===== config.mk =====
export PLATFORM = sky130hd
export DESIGN_NAME = ram_arbiter
export DESIGN_NICKNAME = d
export VERILOG_FILES = /design/src/rtl/ram_arbiter.sv
export SDC_FILE = /design/constraint.sdc
export NUM_CORES = 1
export LEC_CHECK = 0
export ABC_CLOCK_PERIOD_IN_PS = 3000
export BUFFER_PORTS_ARGS = -buffer_cell sky130_fd_sc_hd__buf_2
export CAP_MARGIN = 40
export CELL_PAD_IN_SITES_DETAIL_PLACEMENT = 1
export CELL_PAD_IN_SITES_GLOBAL_PLACEMENT = 1
export CORE_ASPECT_RATIO = 1.25
export CORE_MARGIN = 5
export CORE_UTILIZATION = 35
export DETAILED_ROUTE_END_ITERATION = 8
export PLACE_DENSITY = 0.8
export SLEW_MARGIN = 25
export SYNTH_ARGS = -nofsm -noshare
export SYNTH_HDL_FRONTEND = slang
export SYNTH_SLANG_ARGS = --single-unit
export TNS_END_PERCENT = 1

===== constraint.sdc =====
create_clock -name CLK -period 3 [get_ports CLK]
set_input_delay 0.15 -clock CLK [delete_from_list [all_inputs] [get_ports CLK]]
set_output_delay 0.15 -clock CLK [all_outputs]
set_load 0.1 [all_outputs]

===== src/rtl/ram_arbiter.sv =====
// ram_arbiter: round-robin sharing of one single-port RAM between fetch (read-only) and load/store ports
// Ports:
//   CLK, RESET                   clock and asynchronous active-high reset
//   I_REQ, I_ADDRESS             fetch request and address
//   I_READY, I_DATA              fetch completion pulse and read data
//   D_REQ, D_WRITE_ENABLE,
//   D_ADDRESS, D_DATA_IN         load/store request, direction, address, store data
//   D_READY, D_DATA              load/store completion pulse and load data
//   RAM_ADDRESS, RAM_DATA_IN,
//   RAM_WRITE_ENABLE             drive to the RAM
//   RAM_DATA_OUT                 registered read data from the RAM
module ram_arbiter #(
    parameter int ADDR_WIDTH = 10,
    parameter int DATA_WIDTH = 32
) (
    input  logic                  CLK,
    input  logic                  RESET,
    input  logic                  I_REQ,
    input  logic [ADDR_WIDTH-1:0] I_ADDRESS,
    output logic                  I_READY,
    output logic [DATA_WIDTH-1:0] I_DATA,
    input  logic                  D_REQ,
    input  logic                  D_WRITE_ENABLE,
    input  logic [ADDR_WIDTH-1:0] D_ADDRESS,
    input  logic [DATA_WIDTH-1:0] D_DATA_IN,
    output logic                  D_READY,
    output logic [DATA_WIDTH-1:0] D_DATA,
    output logic [ADDR_WIDTH-1:0] RAM_ADDRESS,
    output logic [DATA_WIDTH-1:0] RAM_DATA_IN,
    output logic                  RAM_WRITE_ENABLE,
    input  logic [DATA_WIDTH-1:0] RAM_DATA_OUT
);
    typedef enum logic [1:0] {IDLE, ACCESS, RESPOND} state_t;

    state_t                state;
    logic                  last_d;
    logic                  owner_d;
    logic                  lat_we;
    logic                  grant_d;
    logic [DATA_WIDTH-1:0] i_hold;
    logic [DATA_WIDTH-1:0] d_hold;

    // RAM_ADDRESS/RAM_DATA_IN double as the latched request registers
    always_ff @(posedge CLK or posedge RESET) begin
        if (RESET) begin
            state            <= IDLE;
            last_d           <= 1'b1;
            owner_d          <= 1'b0;
            lat_we           <= 1'b0;
            RAM_ADDRESS      <= '0;
            RAM_DATA_IN      <= '0;
            RAM_WRITE_ENABLE <= 1'b0;
            I_READY          <= 1'b0;
            D_READY          <= 1'b0;
            i_hold           <= '0;
            d_hold           <= '0;
        end else begin
            case (state)
                IDLE: if (I_REQ || D_REQ) begin
                    owner_d          <= grant_d;
                    last_d           <= grant_d;
                    RAM_ADDRESS      <= grant_d ? D_ADDRESS : I_ADDRESS;
                    RAM_DATA_IN      <= grant_d ? D_DATA_IN : RAM_DATA_IN;
                    lat_we           <= grant_d && D_WRITE_ENABLE;
                    RAM_WRITE_ENABLE <= grant_d && D_WRITE_ENABLE;
                    state            <= ACCESS;
                end
                ACCESS: begin
                    RAM_WRITE_ENABLE <= 1'b0;
                    I_READY          <= !owner_d;
                    D_READY          <= owner_d;
                    state            <= RESPOND;
                end
                RESPOND: begin
                    I_READY <= 1'b0;
                    D_READY <= 1'b0;
                    if (I_READY) i_hold <= RAM_DATA_OUT;
                    if (D_READY && !lat_we) d_hold <= RAM_DATA_OUT;
                    state   <= IDLE;
                end
                default: state <= IDLE;
            endcase
        end
    end

    // a lone D request wins; on a tie D wins only if fetch went last
    always_comb begin
        grant_d = D_REQ && (!I_REQ || !last_d);
        I_DATA  = I_READY ? RAM_DATA_OUT : i_hold;
        D_DATA  = (D_READY && !lat_we) ? RAM_DATA_OUT : d_hold;
    end
endmodule


==> results.py <==
metrics = {
    "run_status": {
        "status": "complete, no violations",
    },
    "run": {
        "drv_cap": 0,
    },
    "die": {
        "ios": 198,
        "start_util": 0.355,
        "core_sq_mm": 0.0150,
        "rows": 50,
        "die_area_sq_mm": 0.0177,
        "dieHeight_um": 148,
        "fp.dieW_um": 120,
    },
    "timing": {
        "worst_pin_slew_ns": 0.622,
        "finClkSkew_ns": 0.00737,
        "final_max_slew_viol_count": 0,
        "max-slew-margin-rel": 0.585,
        "setup_viol": 0,
        "setup_tns_ns": 0,
        "fmax_mhz": 446,
        "hold_viol_final": 0,
        "rsz0062_at_grt": "no",
        "layout_setup_ws_ns": 0.758,
        "finalCritPeriodShare": 0.747,
        "holdWs_ns": 0.0161,
        "fin_crit_ns": 2.24,
    },
    "yosys": {
        "synth.avg_cell_area_sq_um": 14.4,
        "synthesis.nets": 461,
        "synth.most_common_cell": "mux2_2",
        "synth_edf_count": 0,
        "yosysSeqAreaShare": 0.538,
        "synth_common_cells": "mux2_2 (132), dfrtp_1 (113), mux2_4 (28)",
        "ys_async_sr_fraction": 1.00,
        "syn_inst": 369,
        "yosysWarnings": 0,
        "post-synth-top-area-fraction": 0.533,
        "ys.flop_type": "dfrtp_1",
        "ys_ff_latch": 114,
        "yosys.area.top_type": "dfrtp_1",
        "yosys-top-cells-area": "dfrtp_1 (53%), mux2_2 (28%), mux2_4 (7.9%)",
        "synthesis.area_sq_mm": 0.00531,
        "ys_types": 24,
    },
    "grt": {
        "grt_max_degree": 115,
        "grt_pass1_wl_um": 24400,
        "antenna_found_initial": 1,
        "track_usage": 0.174,
        "grt_remaining_overflow": 0,
        "grt_pass1_vias": 4585,
    },
    "finish": {
        "final_util": 0.512,
        "multiInputGateArea_sq_mm": 0.00230,
        "area_growth_pct": 44.3,
        "nFillCells": 1570,
        "seqCellArea_sq_mm": 0.00285,
        "layout-drive-gt1-share": 0.615,
        "fin_nets": 723,
    },
    "detailed_routing": {
        "routed_wl_um": 15000,
        "drc_errors": 0,
        "dr.first_iter.drc_count": 117,
        "dr_total_vias": 3945,
        "firstDrtPassIters": 4,
        "routedWlPerCell_um": 18.1,
        "vias_per_cell": 4.77,
        "final_antenna_net_count": 0,
    },
    "place": {
        "place.gp.congestion": 0.715,
        "hpwl_um": 9760,
        "port_buffers": 197,
        "post-place-ws_ns": 0.955,
    },
    "critical_path": {
        "cp-end-kind": "output pin",
        "r2r-end": "RAM_DATA_IN[12]",
        "r2r_start": "state[0]",
        "ff2ff_setup_slack_ns": 1.15,
        "required_ns": 2.85,
        "start_kind": "flip-flop",
        "cp.arrival_ns": 2.09,
        "cp_max_fo": 20,
        "crit_type": "flip-flop to output pin",
        "r2r_cells": 4,
    },
    "cts": {
        "cts_setup_buffers": 0,
        "cts_sinks": 114,
        "htree_levels": 4,
        "cts_made_buffers": 17,
        "cts_resized": 0,
        "holdBufCountCts": 62,
        "cts_root_buffer": "clkbuf_16",
        "cts_tree": "built",
        "clk-insertion-delay-late_ns": 0.40,
        "clockBufferDepth": 2,
        "clk_pin_slew_ns": 0.05,
    },
    "min_path": {
        "whs_endpoint": "d_hold[9]",
        "hold_depth": 2,
        "hp-start": "RAM_DATA_OUT[9]",
        "worstHoldPathType": "primary input to flip-flop",
    },
}
-- per-stage QoR --
step / instances / area, sq um
2_1_floorplan: 369 / 5310
4_1_cts: 825 / 7630
3_3_place_gp: 731 / 6440
3_5_place_dp: 731 / 6440
5_1_grt: 827 / 7660
6_report: 827 / 7660
-- critical path: stages (launching register included) --
cell	delay [ns]
dfrtp_1	0.38
nand2b_2	0.38
buf_16	0.27
mux2_2	0.23
buf_2	0.42
-- cells by family after synthesis --
| family | Yosys count | share of synthesized area |
|---|---|---|
| AO/OA/AOI/OAI | 27 | 0.0309 |
| buffers and inverters | 27 | 0.0309 |
| multiplexers | 162 | 0.363 |
| adder cells (fa/ha/maj) | 3 | 0.00707 |
| AND/OR/NAND/NOR | 36 | 0.0302 |
| flip-flops | 114 | 0.538 |
-- worst max path at each step --
stage               startpoint         end  cells after the start  slack (ns)
global route            lat_we  D_DATA[19]                      4        0.64
detailed placement      lat_we   D_DATA[3]                      3        0.95
CTS                     lat_we   D_DATA[3]                      3        0.51
floorplan              I_READY  i_hold[10]                      4        0.62
finish                  lat_we  D_DATA[11]                      4        0.76
global placement        lat_we   D_DATA[5]                      3        1.04
-- sequential cells by signal, indices dropped and copies added (netlist names) --
signal	count
I_READY	1
owner_d	1
d_hold	32
state	2
RAM_ADDRESS	10
D_READY	1
last_d	1
RAM_WRITE_ENABLE	1
lat_we	1
i_hold	32
RAM_DATA_IN	32
-- routing by layer --
metal,GRT usage,share of wire,wire [um]
met1,0.182,0.36,5440
met3,0.0616,0.072,1080
met5,0,0,0
met4,0.0573,0.013,198
met2,0.321,0.55,8240
-- cells in the final DEF (no fill, tap or decap), drive strengths merged --
master       instances
nand4b               1
diode                1
nand2               17
clkinv               2
a21oi               20
clkinvlp             2
clkbuf              27
nor2                13
a21bo                1
o21ai                2
o21a                 1
a32o                 1
dfrtp              113
buf                204
nand3b               2
bufinv               2
mux2               162
dfstp                1
nand3                2
nand2b               1
dlygate4sd3         62
inv                  3
ha                   3
a21boi               2
-- final cells by class --
cell class / instances / area share
clock buffers: 27 / 0.0643
repair buffers: 266 / 0.221
diodes: 1 / 0.000327
well taps: 182 / 0.0297
clock inverters: 5 / 0.0101
inverters: 4 / 0.00245
flip-flops and latches: 114 / 0.373
multi-input cells: 228 / 0.300
Power is not shown: default switching activity piles up to over one toggle a cycle in this logic, so the estimate is an artifact.
